$ cat config.mk
export PLATFORM = sky130hd
export DESIGN_NAME = id_ex_operand_stage
export DESIGN_NICKNAME = d
export VERILOG_FILES = /design/src/rtl/id_ex_operand_stage.sv
export SDC_FILE = /design/constraint.sdc
export NUM_CORES = 1
export LEC_CHECK = 0
export BUFFER_PORTS_ARGS = -buffer_cell sky130_fd_sc_hd__buf_2
export CAP_MARGIN = 5
export CORE_MARGIN = 4
export CORE_UTILIZATION = 46
export DETAILED_ROUTE_END_ITERATION = 12
export PLACE_DENSITY = 0.88
export REMOVE_ABC_BUFFERS = 1
export SLEW_MARGIN = 20
export SYNTH_ARGS = -nofsm -noshare
export SYNTH_HDL_FRONTEND = slang
export SYNTH_SLANG_ARGS = --single-unit
export TNS_END_PERCENT = 50
$ cat constraint.sdc
create_clock -name Clk -period 2.05 [get_ports Clk]
set_input_delay 0.205 -clock Clk [delete_from_list [all_inputs] [get_ports Clk]]
set_output_delay 0.205 -clock Clk [all_outputs]
set_load 0.02 [all_outputs]
$ cat src/rtl/id_ex_operand_stage.sv
// ---------------------------------------------------------------------------
// id_ex_operand_stage
//
// ID/EX pipeline stage that sits after the 16x32 register file. It resolves
// both source operands for the instruction in ID:
//   - R15 reads return PC_ID + PC_OFFSET. This value wraps modulo 2^DW and
//     is never forwarded.
//   - Other reads are forwarded from the youngest producer that has a match.
//     The order is EX, then MEM, then WB. The register-file port is used
//     only when no stage matches.
// It also detects load-use hazards and raises Stall. Operands and control
// are registered into EX, with support for hold, flush bubbles and stall
// bubbles.
//
// Ports
//   Clk, Reset            rising-edge clock; synchronous active-high reset
//   PA, PB                register-file read data for selects A, B
//   A, B                  source register numbers
//   UseA, UseB            instruction actually reads A / B
//   PC_ID                 address of the ID instruction
//   Dst_ID, WrEn_ID       destination and write enable of the ID instruction
//   Valid_ID              ID holds a real instruction
//   Flush                 kill the ID instruction (branch taken)
//   Hold                  freeze this stage (downstream multi-cycle busy)
//   Ex_/Mem_/Wb_Res       results of the EX, MEM and WB stages
//   Ex_/Mem_/Wb_Dst       destination registers of those stages
//   Ex_/Mem_/Wb_WrEn      write enables of those stages
//   Ex_IsLoad             EX instruction is a load; its data arrives in MEM
//   OpA_EX, OpB_EX        registered operands
//   Dst_EX, WrEn_EX       registered destination / write enable
//   Valid_EX              registered valid
//   Stall                 combinational load-use stall request
//   FwdA, FwdB            combinational forwarding selects
//                         (0 = RF or PC, 1 = EX, 2 = MEM, 3 = WB)
// ---------------------------------------------------------------------------
module id_ex_operand_stage #(
    parameter int DW        = 32,
    parameter int RW        = 4,
    parameter int PC_OFFSET = 8
) (
    input  logic          Clk,
    input  logic          Reset,
    input  logic [DW-1:0] PA,
    input  logic [DW-1:0] PB,
    input  logic [RW-1:0] A,
    input  logic [RW-1:0] B,
    input  logic          UseA,
    input  logic          UseB,
    input  logic [DW-1:0] PC_ID,
    input  logic [RW-1:0] Dst_ID,
    input  logic          WrEn_ID,
    input  logic          Valid_ID,
    input  logic          Flush,
    input  logic          Hold,
    input  logic [DW-1:0] Ex_Res,
    input  logic [DW-1:0] Mem_Res,
    input  logic [DW-1:0] Wb_Res,
    input  logic [RW-1:0] Ex_Dst,
    input  logic [RW-1:0] Mem_Dst,
    input  logic [RW-1:0] Wb_Dst,
    input  logic          Ex_WrEn,
    input  logic          Mem_WrEn,
    input  logic          Wb_WrEn,
    input  logic          Ex_IsLoad,
    output logic [DW-1:0] OpA_EX,
    output logic [DW-1:0] OpB_EX,
    output logic [RW-1:0] Dst_EX,
    output logic          WrEn_EX,
    output logic          Valid_EX,
    output logic          Stall,
    output logic [1:0]    FwdA,
    output logic [1:0]    FwdB
);

    localparam logic [RW-1:0] PC_REG  = {RW{1'b1}};
    localparam logic [1:0]    SRC_RF  = 2'd0;
    localparam logic [1:0]    SRC_EX  = 2'd1;
    localparam logic [1:0]    SRC_MEM = 2'd2;
    localparam logic [1:0]    SRC_WB  = 2'd3;

    // Pick the youngest producer for one source register. A load in EX does
    // not have its data yet, so it never forwards from EX. That case is
    // covered by the load-use stall instead. R15 bypasses forwarding.
    function automatic logic [1:0] fwd_sel(
        input logic [RW-1:0] src,
        input logic          ex_we,
        input logic [RW-1:0] ex_dst,
        input logic          ex_ld,
        input logic          mem_we,
        input logic [RW-1:0] mem_dst,
        input logic          wb_we,
        input logic [RW-1:0] wb_dst
    );
        logic [1:0] sel;
        sel = SRC_RF;
        if (src != PC_REG) begin
            if (ex_we && (ex_dst == src) && (ex_dst != PC_REG) && !ex_ld)
                sel = SRC_EX;
            else if (mem_we && (mem_dst == src) && (mem_dst != PC_REG))
                sel = SRC_MEM;
            else if (wb_we && (wb_dst == src) && (wb_dst != PC_REG))
                sel = SRC_WB;
        end
        return sel;
    endfunction

    function automatic logic [DW-1:0] operand_mux(
        input logic [RW-1:0] src,
        input logic [1:0]    sel,
        input logic [DW-1:0] rf_val,
        input logic [DW-1:0] pc_val,
        input logic [DW-1:0] ex_val,
        input logic [DW-1:0] mem_val,
        input logic [DW-1:0] wb_val
    );
        logic [DW-1:0] val;
        if (src == PC_REG) begin
            val = pc_val;
        end else begin
            unique case (sel)
                SRC_EX:  val = ex_val;
                SRC_MEM: val = mem_val;
                SRC_WB:  val = wb_val;
                default: val = rf_val;
            endcase
        end
        return val;
    endfunction

    // ---- ID stage (p0): operand resolution and hazard detection ----
    logic [DW-1:0] pc_plus_p0;
    logic [1:0]    fwd_a_p0;
    logic [1:0]    fwd_b_p0;
    logic [DW-1:0] op_a_p0;
    logic [DW-1:0] op_b_p0;
    logic          ld_hit_p0;
    logic          stall_p0;

    assign pc_plus_p0 = PC_ID + DW'(PC_OFFSET);

    assign fwd_a_p0 = fwd_sel(A, Ex_WrEn, Ex_Dst, Ex_IsLoad,
                              Mem_WrEn, Mem_Dst, Wb_WrEn, Wb_Dst);
    assign fwd_b_p0 = fwd_sel(B, Ex_WrEn, Ex_Dst, Ex_IsLoad,
                              Mem_WrEn, Mem_Dst, Wb_WrEn, Wb_Dst);

    assign op_a_p0 = operand_mux(A, fwd_a_p0, PA, pc_plus_p0,
                                 Ex_Res, Mem_Res, Wb_Res);
    assign op_b_p0 = operand_mux(B, fwd_b_p0, PB, pc_plus_p0,
                                 Ex_Res, Mem_Res, Wb_Res);

    // Ex_Dst==R15 never stalls. That also covers an R15 source, because the
    // source would have to equal Ex_Dst. While Hold is asserted the hazard
    // unit freezes the upstream stages itself, so no stall is requested.
    assign ld_hit_p0 = (UseA && (A == Ex_Dst)) || (UseB && (B == Ex_Dst));
    assign stall_p0  = Valid_ID && Ex_IsLoad && Ex_WrEn && (Ex_Dst != PC_REG)
                       && ld_hit_p0 && !Flush && !Hold;

    assign Stall = stall_p0;
    assign FwdA  = fwd_a_p0;
    assign FwdB  = fwd_b_p0;

    // ---- EX stage (p1): ID/EX pipeline register ----
    logic [DW-1:0] op_a_p1;
    logic [DW-1:0] op_b_p1;
    logic [RW-1:0] dst_p1;
    logic          wr_p1;
    logic          vld_p1;

    always_ff @(posedge Clk) begin
        if (Reset) begin
            op_a_p1 <= '0;
            op_b_p1 <= '0;
            dst_p1  <= '0;
            wr_p1   <= 1'b0;
            vld_p1  <= 1'b0;
        end else if (Hold) begin
            op_a_p1 <= op_a_p1;
            op_b_p1 <= op_b_p1;
            dst_p1  <= dst_p1;
            wr_p1   <= wr_p1;
            vld_p1  <= vld_p1;
        end else if (Flush || stall_p0) begin
            // Bubble: on a stall the ID instruction stays upstream and is
            // re-resolved next cycle, once the load result is in MEM.
            op_a_p1 <= '0;
            op_b_p1 <= '0;
            dst_p1  <= '0;
            wr_p1   <= 1'b0;
            vld_p1  <= 1'b0;
        end else begin
            op_a_p1 <= op_a_p0;
            op_b_p1 <= op_b_p0;
            dst_p1  <= Dst_ID;
            wr_p1   <= WrEn_ID && Valid_ID;
            vld_p1  <= Valid_ID;
        end
    end

    assign OpA_EX   = op_a_p1;
    assign OpB_EX   = op_b_p1;
    assign Dst_EX   = dst_p1;
    assign WrEn_EX  = wr_p1;
    assign Valid_EX = vld_p1;

endmodule

==> results of run 1 <==
## report_power, final
part	internal, uW	switching (uW)
logic	535	698
clock network	966	630
registers	1430	37.6
## layer usage
metal / global-route usage / share of wire / wire length (um) / vias up
li1: - / - / - / 3511
met1: 0.458 / 0.37 / 10100 / 3534
met2: 0.599 / 0.45 / 12300 / 720
met3: 0.111 / 0.13 / 3520 / 119
met4: 0.152 / 0.043 / 1170 / 0
met5: 0 / 0 / 0 / -
## registers in the layout, indices dropped and copies added, names as in the netlist
signal	flops
OpA_EX	32
WrEn_EX	1
OpB_EX	32
Valid_EX	1
Dst_EX	4
## cell families after synthesis
| family | count (synthesis) | synth area share |
|---|---|---|
| AOI/OAI and AO/OA | 280 | 0.389 |
| xor gates and xnor gates | 51 | 0.0811 |
| adders and majority gates | 1 | 0.00227 |
| buffers and inverters | 77 | 0.0604 |
| DFF | 70 | 0.254 |
| muxes | 1 | 0.00182 |
| and+or+nand+nor | 225 | 0.211 |
## per-stage QoR
stage          area [um^2]  TNS [ns]  worst slack (ns)
4_1_cts               8050         0            0.0346
2_1_floorplan         5240    -34.27            -0.702
3_5_place_dp          7750     -5.46            -0.212
6_report              8080   -0.0246           -0.0246
5_1_grt               8080    -0.336            -0.176
3_3_place_gp          7750     -4.14            -0.160
## synth_stat cells (all sizes together), types with 7 or more instances
library cell  number
o31ai              9
nand4             20
xor2              32
o21ai             51
a221o             13
a222oi            10
a22o              19
a22oi              9
nand3             48
a311oi            12
a32o              12
nor2              38
xnor2             19
o2111ai            9
and4              11
a211oi             7
dfxtp             70
clkbuf            36
a221oi            17
a41oi             14
nand2             51
a32oi             11
and2               9
nor3              23
a31oi             11
inv               17
buf               23
a21oi             32
and3              10
o211ai            13
## cells in the final DEF (no fill, tap or decap), types with 19 or more instances in the layout
cell     instances
dfxtp_1         70
a21oi_1         31
nand4_1         20
nor3_1          21
buf_4           75
nand3_1         48
nand2_1         51
xor2_1          32
xnor2_1         19
buf_2          302
nor2_1          37
a22o_1          19
o21ai_0         36
## tightest hold or removal path: stages
cell and delay [ns]:
buf_2 0.08, a22oi_1 0.05, nor2_1 0.08
## area by class of cell
cell class | instances | area, um^2 | area share
Tap cell | 143 | 179 | 0.0221
Sequential cell | 70 | 1400 | 0.173
Multi-Input combinational cell | 558 | 3820 | 0.473
Inverter | 18 | 71.3 | 0.00883
Antenna cell | 1 | 2.50 | 0.000310
Timing Repair Buffer | 389 | 2310 | 0.287
Clock buffer | 11 | 243 | 0.0300
Clock inverter | 4 | 47.5 | 0.00589
## worst paths after layout
path	from	end	slack, ns	cells after the start
setup / recovery	A[1]	FwdA[1]	-0.02	7
hold / removal	Dst_ID[0]	Dst_EX[0]$_SDFFE_PP0N_	0.11	3
setup reg to reg	OpB_EX[14]$_SDFFE_PP0N_	OpB_EX[14]$_SDFFE_PP0N_	1.07	2
hold reg to reg	OpA_EX[12]$_SDFFE_PP0N_	OpA_EX[12]$_SDFFE_PP0N_	0.45	2
## what timing repair did
item / CTS / global route
setup buffers: 0 / 1
resized for setup: 1 / 4
endpoints found under the setup margin: 1 / 6
==> summary.md, run 1 <==
| Metric | Value |
|---|---|
| Final Hold Vio Count | 0 |
| Distinct cells, synth | between 60 and 70 |
| CP Class | in -> out |
| Core Region | 11,600 um^2 |
| DRC viols | 0 |
| Worst Slack Setup Final | -0.0246 ns |
| Largest net degree at the start of global routing | 39 |
| Post-Syn Area per Cell | 7.81 um^2 |
| Layout area overhead | 46.6% |
| Overflow after GRT | 0 |
| CTS clock-pin slew for the worst setup and hold paths | 0.06 ns |
| Clk_skew | 0 ns |
| Port Buffer Count | slightly above 300 |
| DP HPWL | 20,800 um |
| Crit path max fanout | 21 |
| Initial antenna violation count | 1 |
| Row Count | 39 |
| Vias in the first global route | 7,737 |
| Most used cell, CP | buf_2 |
| Gate Count Post-Synth | between 700 and 800 |
| Number of enable flip-flop cells after synthesis | 0 |
| Hold Path Class | in -> reg |
| Root buffer cell | clkbuf_16 |
| Die Width | 117 um |
| Routed WL | between 20,000 and 30,000 um |
| Hold_buf cts | 0 |
| Buf+Inv Stages, Crit Path | 3 |
| Finished Layout Cells | 1,194 |
| Pwr Total | approximately 4300 uW |
| Number of synthesized register bits | 70 |
| Fmax | 0.482 GHz |
| Sequential area share after synthesis | 0.254 |
| Post-synth top area share | 0.254 |
| Fin Hold WS | about 0.11 ns |
| Critical Path RT | 1.85 ns |
| Critical path startpoint category | input port |
| DR iter-0 viols | 1,075 |
| Pre-antenna DRT Iters | 8 |
| Critical Path Sink Type | output port |
| RSZ-0062 raised after global routing | true |
| Crit path cell chain | buf_2 > xor2_1 > nor4_2 > nand2_1 > buf_4 > a211oi_1 > buf_2 |
| Power Dens Cells | 532 nW/um^2 |
| Final antenna-violating net count | 0 |
| Slew HR | 0.370 |
| Die area | 13,800 um^2 |
| Clock Latency Late Sink | ~0.33 ns |
| Leakage | about 0.0036 uW |
| IO Pins | 303 |
| Fillcell total | 969 |
| DR vias | 7,884 |
| Synth Warn # | 0 |
| Synth area leader | dfxtp_1 |
| Vias/cell | 6.60 |
| Nets | around 1,300 |
| Status | complete, but fails checks |
| Crit path time final | 2.07 ns |
| Global-route wire length before repair | 41,400 um |
| Clock sinks | 70 |
| Primary FF master, synth | dfxtp_1 |
| Num CTS Buffers | 9 |
| Final Max Tran Viols | 0 |
| Post-Place Cells | 1,177 |
| Slowest CP cell | nor4_2 |
| Final design utilization | 0.698 |
| Async SR Flop Fraction | 0 |
| Final setup viols | 1 |
| Die height | roughly 120 um |
| Ranking of synthesized cells by area | dfxtp_1 25%, xor2_1 5.1%, nand3_1 4.4% |
| Initial core utilization | 0.476 |
| WP data arrival | 1.87 ns |
| CTS max path bufs | 2 |
| Family with the most delay on the worst path | buffers and inverters |
| Crit-path max cell delay | 0.37 ns |
| H-tree level count | 3 |
| Violated checks | setup timing |
| Worst Max-Slew Pin Slew | ~0.94 ns |
| Share of cells above drive strength 1 | 0.406 |
| TritonCTS clock tree | done |
| Mapped cell area | about 5500 um^2 |
| Gp weighted congestion | ~0.93 |
| Overall global routing resource usage | 0.370 |
| Max capacitance violation total | 0 |
| Peak supply drop | 403 uV |
| Wirelength per Cell | 22.6 um |
| Final period util | 1.01 |
(Power assumes the default switching activity.)
==> inputs of run 2 (changes only) <==
- MAX_ROUTING_LAYER: unset -> met4
==> run 2 against run 1 <==
Effect of this change:
- critical path type is now in -> reg
- largest power group unchanged
- clock-buffer cell count unchanged
- the run now ends clean
- first-iteration DRC count is 7.3% lower
- fmax rose by 1.6%
- critical endpoint is now OpA_EX[14]$_SDFFE_PP0N_
- largest cell class unchanged
==> summary.md, run 2 (same netlist as run 1, synthesis figures left out) <==
| Metric | Value |
|---|---|
| Share of cells above drive strength 1 | 0.408 |
| Critical path startpoint category | input port |
| DR vias | 7,944 |
| Initial core utilization | 0.476 |
| DRC viols | 0 |
| Largest net degree at the start of global routing | 39 |
| Root buffer cell | clkbuf_16 |
| Final antenna-violating net count | 0 |
| CP Class | in -> reg |
| Clk_skew | 0 ns |
| Vias in the first global route | between 7,000 and 8,000 |
| Buf+Inv Stages, Crit Path | 2 |
| Routed WL | 27,100 um |
| Family with the most delay on the worst path | compound AO/OA/AOI/OAI gates |
| Overflow after GRT | 0 |
| Die height | approximately 120 um |
| Peak supply drop | 322 uV |
| Worst Slack Setup Final | 0.00851 ns |
| Num CTS Buffers | 9 |
| Global-route wire length before repair | 41,700 um |
| DP HPWL | 20,900 um |
| Worst Max-Slew Pin Slew | 0.991 ns |
| Overall global routing resource usage | 0.382 |
| Clock Latency Late Sink | 0.33 ns |
| Vias/cell | between 6 and 7 |
| Fmax | around 0.49 GHz |
| Post-Place Cells | between 1,000 and 1,500 |
| Final setup viols | 0 |
| Gp weighted congestion | around 0.94 |
| H-tree level count | 3 |
| WP data arrival | 2.28 ns |
| Status | finished clean |
| Max capacitance violation total | 0 |
| Leakage | 0.00367 uW |
| Finished Layout Cells | 1,199 |
| Die area | ~14,000 um^2 |
| Clock sinks | 70 |
| Crit path cell chain | buf_2 > buf_4 > xnor2_1 > nand4_1 > a211oi_2 > a221o_1 > a221oi_1 > o31ai_1 |
| Die Width | 117 um |
| DR iter-0 viols | around 1,000 |
| Hold Path Class | in -> reg |
| Slowest CP cell | a211oi_2 |
| Number of buffers added for setup after CTS | 0 |
| Hold_buf cts | 0 |
| Core Region | 11,600 um^2 |
| Most frequent cells in the layout | 301 x buf_2, 79 x buf_4, 70 x dfxtp_1, 51 x nand2_1, 48 x nand3_1 |
| Critical Path Sink Type | flip-flop |
| CTS clock-pin slew for the worst setup and hold paths | ~0.060 ns |
| Crit-path max cell delay | 0.86 ns |
| Final design utilization | 0.702 |
| Nets | between 1,000 and 1,500 |
| Port Buffer Count | 302 |
| Pre-antenna DRT Iters | 7 |
| Final period util | 0.996 |
| CTS max path bufs | 2 |
| Initial antenna violation count | 2 |
| Fin Hold WS | roughly 0.11 ns |
| IO Pins | 303 |
| Crit path max fanout | 12 |
| Dpl ws | -0.207 ns |
| Slew HR | 0.338 |
| Wirelength per Cell | 22.6 um |
| Layout area overhead | 47.3% |
| Row Count | 39 |
| Final Max Tran Viols | 0 |
| RSZ-0062 raised after global routing | true |
| TritonCTS clock tree | done |
| Final Hold Vio Count | 0 |
| Power Dens Cells | 548 nW/um^2 |
| Crit path time final | 2.04 ns |
| Critical Path RT | between 2 and 2.5 ns |
| Commonest non-fill, non-tap cell in the layout | buf_2 |
## run 2: power by group
group	leakage, uW	switching, uW	internal, uW
clock network	0.000160	643	1100
logic	0.00294	698	535
registers	0.000571	38.4	1430
total	0.00367	1380	3070
## run 2: final timing paths
| check | endpoint | start | slack, ns | cells after the start |
|---|---|---|---|---|
| max | OpA_EX[14]$_SDFFE_PP0N_ | A[3] | 0.009 | 8 |
| min | Dst_EX[3]$_SDFFE_PP0N_ | Dst_ID[3] | 0.11 | 3 |
| max reg2reg | OpB_EX[31]$_SDFFE_PP0N_ | OpB_EX[31]$_SDFFE_PP0N_ | 1.11 | 2 |
| min reg2reg | OpA_EX[3]$_SDFFE_PP0N_ | OpA_EX[3]$_SDFFE_PP0N_ | 0.45 | 2 |
## run 2: routing by layer
| metal | GRT usage | routed length, um | vias up |
|---|---|---|---|
| met1 | 0.470 | 10100 | 3583 |
| met3 | 0.0808 | 3400 | 134 |
| met5 | - | 0 | - |
| met2 | 0.597 | 12100 | 718 |
| li1 | - | - | 3509 |
| met4 | 0.188 | 1510 | 0 |
## run 2: area by class of cell
cell class,count,area (um^2)
Tap cell,143,179
Multi-Input combinational cell,558,3810
Antenna cell,2,5.00
Fill cell,960,3450
Clock buffer,11,243
Timing Repair Buffer,392,2320
Clock inverter,5,82.6
Inverter,18,71.3
Sequential cell,70,1400
## run 2: through the flow
stage | setup TNS [ns] | area, um^2 | total power (uW)
after floorplan | -34.27 | 5240 | 2040
after global placement | -4.44 | 7750 | 2670
after detailed placement | -5.99 | 7750 | 2690
after CTS | 0 | 8100 | 4420
after global routing | -0.0651 | 8120 | 4600
final | 0 | 8120 | 4450
## run 2: worst min-delay path: stages
cell and delay (ns):
buf_2 0.07, a22oi_1 0.05, nor2_1 0.07
## run 2: what timing repair did
| action | CTS | global route |
|---|---|---|
| gates cloned | 0 | 0 |
| hold endpoints to repair | 0 | 0 |
| gates resized for setup | 3 | 4 |
| pin swaps | 1 | 1 |
| endpoints found under the setup margin | 2 | 4 |
